## src/rtl/reg_writeback_queue_pkg.sv

```systemverilog
// Shared types and constants for the GPR writeback queue: word and register
// sizes, the queue entry layout and a destination-decode helper.
package reg_writeback_queue_pkg;

  localparam int WORD_SIZE  = 16;
  localparam int NUM_REGS   = 4;
  localparam int REG_ADDR_W = 2;

  typedef logic [REG_ADDR_W-1:0] reg_addr_t;
  typedef logic [WORD_SIZE-1:0]  word_t;

  // One queued writeback: destination GPR and the value to write there.
  typedef struct packed {
    reg_addr_t dest;
    word_t     data;
  } wb_entry_t;

  // One-hot decode of a GPR address, used to build the pending-write mask.
  function automatic logic [NUM_REGS-1:0] reg_onehot(input reg_addr_t r);
    logic [NUM_REGS-1:0] v;
    v    = '0;
    v[r] = 1'b1;
    return v;
  endfunction

endpackage

```

## src/rtl/reg_writeback_queue_if.sv

```systemverilog
// Bundle of request, write-port, bypass and status signals around the
// writeback queue. The slave side is the queue; the master side is the
// surrounding pipeline (EX/MEM sources, register file, decode/hazard logic).
interface reg_writeback_queue_if
  import reg_writeback_queue_pkg::*;
#(
  parameter int DEPTH = 4
);

  localparam int CNT_W = $clog2(DEPTH) + 1;

  logic                flush;
  logic                mem_valid;
  reg_addr_t           mem_reg;
  word_t               mem_data;
  logic                alu_valid;
  reg_addr_t           alu_reg;
  word_t               alu_data;
  logic                in_ready;
  logic                reg_write;
  reg_addr_t           write_reg;
  word_t               write_data;
  reg_addr_t           byp_addr1;
  reg_addr_t           byp_addr2;
  logic                byp_hit1;
  word_t               byp_data1;
  logic                byp_hit2;
  word_t               byp_data2;
  logic [NUM_REGS-1:0] pending;
  logic [CNT_W-1:0]    count;

  modport master (
    output flush, mem_valid, mem_reg, mem_data, alu_valid, alu_reg, alu_data,
           byp_addr1, byp_addr2,
    input  in_ready, reg_write, write_reg, write_data,
           byp_hit1, byp_data1, byp_hit2, byp_data2, pending, count
  );

  modport slave (
    input  flush, mem_valid, mem_reg, mem_data, alu_valid, alu_reg, alu_data,
           byp_addr1, byp_addr2,
    output in_ready, reg_write, write_reg, write_data,
           byp_hit1, byp_data1, byp_hit2, byp_data2, pending, count
  );

endinterface

```

## src/rtl/reg_writeback_queue_wb_bypass_match.sv

```systemverilog
// Combinational bypass lookup over the queue contents. Entries arrive in age
// order (index 0 = oldest, the head); the youngest valid entry whose
// destination matches the lookup address supplies the data.
module reg_writeback_queue_wb_bypass_match
  import reg_writeback_queue_pkg::*;
#(
  parameter int DEPTH = 4
) (
  input  wb_entry_t [DEPTH-1:0] i_entries,
  input  logic      [DEPTH-1:0] i_valid,
  input  reg_addr_t             i_addr,
  output logic                  o_hit,
  output word_t                 o_data
);

  // Scan oldest to youngest so a later (younger) match overrides earlier ones.
  always_comb begin
    // NOTE: every output gets a default before the loop; without it a path
    // with no match would hold the old value and infer a latch.
    o_hit  = 1'b0;
    o_data = '0;
    for (int i = 0; i < DEPTH; i++) begin
      if (i_valid[i] && (i_entries[i].dest == i_addr)) begin
        o_hit  = 1'b1;
        o_data = i_entries[i].data;
      end
    end
  end

endmodule

```

## src/rtl/reg_writeback_queue.sv

```systemverilog
// Writeback queue in front of the GPR write port. Accepts up to two requests
// per cycle (mem older than alu), retires one entry per cycle to the
// register file, and exposes bypass data and a pending-write mask covering
// every entry that is queued but not yet retired.
module reg_writeback_queue
  import reg_writeback_queue_pkg::*;
#(
  parameter int DEPTH = 4
) (
  input  logic                  clk,
  input  logic                  reset,
  reg_writeback_queue_if.slave  bus
);

  localparam int PTR_W = $clog2(DEPTH);
  localparam int CNT_W = PTR_W + 1;

  typedef logic [PTR_W-1:0] ptr_t;
  typedef logic [CNT_W-1:0] cnt_t;

  wb_entry_t r_entries [DEPTH];
  ptr_t      r_head;
  ptr_t      r_tail;
  cnt_t      r_count;

  logic                  w_in_ready;
  logic                  w_pop;
  logic                  w_acc_mem;
  logic                  w_acc_alu;
  logic [1:0]            w_num_acc;
  ptr_t                  w_alu_slot;
  wb_entry_t [DEPTH-1:0] w_age_entries;
  logic      [DEPTH-1:0] w_age_valid;
  logic [NUM_REGS-1:0]   w_pending;

  // Two free slots are needed because both sources may present in one cycle;
  // decoded from the registered count only, so it never depends on inputs.
  assign w_in_ready = (r_count <= cnt_t'(DEPTH - 2));
  assign w_pop      = (r_count != '0);
  assign w_acc_mem  = w_in_ready && bus.mem_valid;
  assign w_acc_alu  = w_in_ready && bus.alu_valid;
  assign w_num_acc  = {1'b0, w_acc_mem} + {1'b0, w_acc_alu};
  // The alu request lands behind the mem request when both are accepted.
  assign w_alu_slot = w_acc_mem ? (r_tail + ptr_t'(1)) : r_tail;

  // Pointer and occupancy update; flush empties the queue and drops requests.
  always_ff @(posedge clk or posedge reset) begin
    // NOTE: state is assigned with <= so each flop samples the pre-edge values
    // of the others, independent of statement order.
    if (reset) begin
      r_head  <= '0;
      r_tail  <= '0;
      r_count <= '0;
    end else if (bus.flush) begin
      r_head  <= '0;
      r_tail  <= '0;
      r_count <= '0;
    end else begin
      r_head  <= r_head + ptr_t'(w_pop);
      r_tail  <= r_tail + ptr_t'(w_num_acc);
      r_count <= r_count + cnt_t'(w_num_acc) - cnt_t'(w_pop);
    end
  end

  // Entry storage: written at the tail slot(s) of accepted requests.
  always_ff @(posedge clk) begin
    // NOTE: the entry array has no reset; an entry is only meaningful while
    // inside [head, head+count), and count itself is reset.
    if (!reset && !bus.flush) begin
      if (w_acc_mem) r_entries[r_tail]     <= '{dest: bus.mem_reg, data: bus.mem_data};
      if (w_acc_alu) r_entries[w_alu_slot] <= '{dest: bus.alu_reg, data: bus.alu_data};
    end
  end

  // Age-ordered view of the ring: index 0 is the head (oldest entry).
  always_comb begin
    for (int i = 0; i < DEPTH; i++) begin
      w_age_entries[i] = r_entries[r_head + ptr_t'(i)];
      w_age_valid[i]   = (cnt_t'(i) < r_count);
    end
  end

  // Pending-write mask: one bit per GPR targeted by any queued entry.
  always_comb begin
    w_pending = '0;
    for (int i = 0; i < DEPTH; i++) begin
      if (w_age_valid[i]) w_pending = w_pending | reg_onehot(w_age_entries[i].dest);
    end
  end

  reg_writeback_queue_wb_bypass_match #(.DEPTH(DEPTH)) u_byp1 (
    .i_entries (w_age_entries),
    .i_valid   (w_age_valid),
    .i_addr    (bus.byp_addr1),
    .o_hit     (bus.byp_hit1),
    .o_data    (bus.byp_data1)
  );

  reg_writeback_queue_wb_bypass_match #(.DEPTH(DEPTH)) u_byp2 (
    .i_entries (w_age_entries),
    .i_valid   (w_age_valid),
    .i_addr    (bus.byp_addr2),
    .o_hit     (bus.byp_hit2),
    .o_data    (bus.byp_data2)
  );

  // Write port presents the head entry and is forced to zero when empty.
  assign bus.in_ready   = w_in_ready;
  assign bus.reg_write  = w_pop;
  assign bus.write_reg  = w_pop ? w_age_entries[0].dest : '0;
  assign bus.write_data = w_pop ? w_age_entries[0].data : '0;
  assign bus.pending    = w_pending;
  assign bus.count      = r_count;

endmodule

```

## src/flat_wrapper.sv

```systemverilog
// flat-port wrapper written by rule: the top's interface ports become plain ports
module reg_writeback_queue_flat import reg_writeback_queue_pkg::*;
#(
  parameter int DEPTH = 4
)
  (clk, reset, bus_flush, bus_mem_valid, bus_mem_reg, bus_mem_data, bus_alu_valid, bus_alu_reg, bus_alu_data, bus_byp_addr1, bus_byp_addr2, bus_in_ready, bus_reg_write, bus_write_reg, bus_write_data, bus_byp_hit1, bus_byp_data1, bus_byp_hit2, bus_byp_data2, bus_pending, bus_count);
  reg_writeback_queue_if #(.DEPTH(DEPTH)) bus_i ();
  input  logic clk;
  input  logic reset;
  input wire logic [$bits(bus_i.flush)-1:0] bus_flush;
  input wire logic [$bits(bus_i.mem_valid)-1:0] bus_mem_valid;
  input wire logic [$bits(bus_i.mem_reg)-1:0] bus_mem_reg;
  input wire logic [$bits(bus_i.mem_data)-1:0] bus_mem_data;
  input wire logic [$bits(bus_i.alu_valid)-1:0] bus_alu_valid;
  input wire logic [$bits(bus_i.alu_reg)-1:0] bus_alu_reg;
  input wire logic [$bits(bus_i.alu_data)-1:0] bus_alu_data;
  input wire logic [$bits(bus_i.byp_addr1)-1:0] bus_byp_addr1;
  input wire logic [$bits(bus_i.byp_addr2)-1:0] bus_byp_addr2;
  output wire logic [$bits(bus_i.in_ready)-1:0] bus_in_ready;
  output wire logic [$bits(bus_i.reg_write)-1:0] bus_reg_write;
  output wire logic [$bits(bus_i.write_reg)-1:0] bus_write_reg;
  output wire logic [$bits(bus_i.write_data)-1:0] bus_write_data;
  output wire logic [$bits(bus_i.byp_hit1)-1:0] bus_byp_hit1;
  output wire logic [$bits(bus_i.byp_data1)-1:0] bus_byp_data1;
  output wire logic [$bits(bus_i.byp_hit2)-1:0] bus_byp_hit2;
  output wire logic [$bits(bus_i.byp_data2)-1:0] bus_byp_data2;
  output wire logic [$bits(bus_i.pending)-1:0] bus_pending;
  output wire logic [$bits(bus_i.count)-1:0] bus_count;
  assign bus_i.flush = bus_flush;
  assign bus_i.mem_valid = bus_mem_valid;
  assign bus_i.mem_reg = bus_mem_reg;
  assign bus_i.mem_data = bus_mem_data;
  assign bus_i.alu_valid = bus_alu_valid;
  assign bus_i.alu_reg = bus_alu_reg;
  assign bus_i.alu_data = bus_alu_data;
  assign bus_i.byp_addr1 = bus_byp_addr1;
  assign bus_i.byp_addr2 = bus_byp_addr2;
  assign bus_in_ready = bus_i.in_ready;
  assign bus_reg_write = bus_i.reg_write;
  assign bus_write_reg = bus_i.write_reg;
  assign bus_write_data = bus_i.write_data;
  assign bus_byp_hit1 = bus_i.byp_hit1;
  assign bus_byp_data1 = bus_i.byp_data1;
  assign bus_byp_hit2 = bus_i.byp_hit2;
  assign bus_byp_data2 = bus_i.byp_data2;
  assign bus_pending = bus_i.pending;
  assign bus_count = bus_i.count;
  reg_writeback_queue #(.DEPTH(DEPTH)) u_core (.clk(clk), .reset(reset), .bus(bus_i));
endmodule
```

## config.mk

```make
export PLATFORM = sky130hd
export DESIGN_NAME = reg_writeback_queue_flat
export DESIGN_NICKNAME = d
export VERILOG_FILES = /design/src/rtl/reg_writeback_queue_pkg.sv /design/src/rtl/reg_writeback_queue_if.sv /design/src/rtl/reg_writeback_queue_wb_bypass_match.sv /design/src/rtl/reg_writeback_queue.sv /design/src/flat_wrapper.sv
export SDC_FILE = /design/constraint.sdc
export NUM_CORES = 1
export LEC_CHECK = 0
export ABC_AREA = 1
export CELL_PAD_IN_SITES_DETAIL_PLACEMENT = 0
export CELL_PAD_IN_SITES_GLOBAL_PLACEMENT = 2
export CORE_ASPECT_RATIO = 1.2
export CORE_MARGIN = 5
export CORE_UTILIZATION = 31
export CTS_CLUSTER_DIAMETER = 50
export DETAILED_ROUTE_END_ITERATION = 8
export GPL_ROUTABILITY_DRIVEN = 0
export PLACE_DENSITY_LB_ADDON = 0.25
export SLEW_MARGIN = 20
export SYNTH_ARGS = -nofsm -noshare
export SYNTH_HDL_FRONTEND = slang
export SYNTH_SLANG_ARGS = --single-unit
```

## constraint.sdc

```tcl
create_clock -name clk -period 2.9 [get_ports clk]
set_clock_uncertainty 0.2 [all_clocks]
set_input_delay 0.87 -clock clk [delete_from_list [all_inputs] [get_ports clk]]
set_output_delay 0.87 -clock clk [all_outputs]
set_load 0.005 [all_outputs]
```

==> flow_summary.ini <==
[synth]
synthSimpleGateAreaFrac = 0.3830
syn_nets = 1192
synth.avg_cell_area_um2 = 6.591
synth_top_family_by_area = simple AND/OR/NAND/NOR gates
synthXorXnorAreaFrac = 0.01671
synth_adder_area_share = 0.01939
syn_area_um2 = 7487
synth_seq_cells = 79
ys_seq_area_frac = 0.3122
yosys_warnings = 0
yosysUniqueCellTypes = 39
synth_compound_area_frac = 0.1474
muxShareOfSynthArea = 0
syn_inst = 1136

[clock_tree]
clk_latency_ps = 330
htreeDepth = 3
cts_root_buffer = clkbuf_16
cts_buffers = 9
hold_buffers = 0
cts.clk_slew.worst_paths_ps = 60
clock-sinks = 79
cts_tree = done
cts.path.max_buffers = 2

[timing]
worstMarginPinSlew_ps = 394.1
fin_crit_sh = 1.213
grt_setup_unrepaired = yes
slew_headroom = 0.7352
clock.fmax_ghz = 0.2843
fin_hold_ws_ps = 525.8
final_max_slew_viol_count = 0
setup_ws_ps = -617.9
hold_viol = 0
finalCriticalPeriod_ps = 3518
finalSetupViolations = 56

[placement]
hpwlAfterDp_mm = 18.24
portBuffers = 105
post-place-ws_ps = -1058

[worst_setup_path]
critPathArrivalTime_ps = 2450
start_kind = flop
worstPathRequired_ps = 1830
rr_startpoint = u_core.bus.count[1]$_DFF_PP0_
r2r_end = u_core.bus.count[2]$_DFF_PP0_
crit_fanout = 8
reg2reg_slack_ps = 440
reg2reg_depth = 9
endpoint_kind = output pin
crit_type = reg2out

[floorplan]
die_h_um = 180.2
core_area_um2 = 23890
rows = 62
dieArea_um2 = 27370
start_util = 0.3134
io_pins = 106
die_w_um = 151.9

[global_route]
gr-total-overflow = 0
grt_max_degree = 65
grt_pass1_wl_mm = 42.15
antenna_found_initial = 0
grt_pass1_vias = 7588
gr-usage-all-layers = 0.1856

[worst_hold_path]
worstHoldStart = u_core.r_tail[0]$_DFF_PP0_
min_path_cells = 3
hold_class = reg2reg
whs_endpoint = u_core.r_tail[0]$_DFF_PP0_

[status]
status = finished, violations left
violations = setup timing

[drt]
drtPass1Iterations = 5
drt_iter0_markers = 500
totalWireLength_mm = 27.46
viasPerCell = 4.759
drc = 0
routedWlPerCell_um = 15.91
num_vias = 8214
ant_nets = 0

[final_layout]
n_antenna_cell = 0
syn_to_final_growth_pct = 61.82
layout_commonest_cell = nand2_1
final_cell_mix = nand2_1, buf_4, o21ai_0
drive_gt1_frac = 0.3912
final_nets = 1458

[pwr]
fin_total_pwr_mw = 13.75
ir_worst_vdd_uv = 464.3
leakagePower_nw = 5.720
cellPowerDensity_nw_per_um2 = 1135

[run]
cap_violations = 0
-- registers in the layout (all words and copies together), names as in the netlist --
signal	flops
u_core.r_entries	72
u_core.r_head	2
u_core.bus.count	3
u_core.r_tail	2
-- Yosys cell counts (all sizes together) --
library cell / n / area, um2
ha: 10 / 125.1
xor2: 8 / 107.6
a32oi: 1 / 8.760
edfxtp: 72 / 2162
xnor2: 2 / 17.52
nand2: 381 / 1505
a31oi: 1 / 6.260
or2: 4 / 25.02
fa: 1 / 20.02
o21a: 16 / 120.1
clkinv: 2 / 7.510
nor2: 72 / 317.8
a21oi: 1 / 16.27
dfrtp: 7 / 175.2
nand3: 135 / 830.8
buf: 45 / 322.8
o2111ai: 1 / 8.760
inv: 130 / 490.5
nor3: 34 / 170.2
nand4: 3 / 18.77
clkbuf: 23 / 87.58
o311ai: 1 / 8.760
o21ai: 186 / 934.7
-- layer usage --
metal,up-vias,track usage,part of all wire
met2,257,0.2756,0.44
met5,-,0,0
li1,4242,-,-
met3,45,0.02522,0.044
met4,0,0.05719,0.028
met1,3670,0.2788,0.49
-- stage by stage --
stage          utilization  setup TNS, ps  instances  cell area [um2]
2_1_floorplan            -              0       1136             7487
3_3_place_gp        0.4096         -42950       1620             9786
3_5_place_dp        0.4096         -44040       1620             9786
4_1_cts             0.4777         -27850       1717            11410
5_1_grt             0.5071         -31090       1726            12120
6_report            0.5071         -26080       1726            12120
-- worst max path at each step --
stage | start | to | slack, ps | cells past startpoint
3_3_place_gp | bus_byp_addr1[1] | bus_byp_data1[7] | -1050 | 9
4_1_cts | u_core.r_head[0]$_DFF_PP0_ | bus_byp_data2[11] | -670 | 17
6_report | u_core.r_head[0]$_DFF_PP0_ | bus_byp_data1[3] | -620 | 14
5_1_grt | u_core.r_head[0]$_DFF_PP0_ | bus_byp_data2[9] | -710 | 15
2_1_floorplan | bus_byp_addr2[1] | bus_byp_data2[10] | 9 | 8
3_5_place_dp | bus_byp_addr1[1] | bus_byp_data1[7] | -1060 | 11
-- what timing repair did --
| action | CTS | global route |
|---|---|---|
| endpoints found under the setup margin | 56 | 57 |
| pin swaps | 82 | 58 |
| buffers inserted | 75 | 18 |
| gates resized for setup | 456 | 205 |
| cloned | 12 | 11 |
-- power breakdown --
part / internal, mW / total (mW) / switching (mW)
clock network: 0.746 / 1.17 / 0.421
logic: 5.25 / 11.0 / 5.79
registers: 1.42 / 1.55 / 0.129
-- cells by family (layout without fill, tap and decap cells) --
group                    after synthesis  after routing
AO/OA/AOI/OAI                        207            207
buffers and inverters                200            468
XOR/XNOR                              10             10
AND/OR/NAND/NOR                      629            631
adder cells (fa/ha/maj)               11             11
flip-flops                            79             79
-- worst max-delay path: stages, from the launching register on --
cell and delay [ps]:
dfrtp_4 560, buf_6 160, nand2_4 60, o21ai_4 60, nand2_2 100, nand2_4 80
buf_12 130, xor2_4 180, nor2_4 190, buf_6 160, buf_16 140, buf_6 100
nand2_2 40, nand2_1 50, buf_2 110
-- final cells by class --
cell class	instances	area, um2
clock buffer	9	225.2
clock inverter	6	85.08
inverter	132	503.0
timing repair inverter	1	6.256
fill	2430	11780
sequential	79	2341
tap	320	400.4
timing repair buffer	320	3362
multi-input combinational	859	5192
No activity file was read; power rests on OpenSTA's default activity.
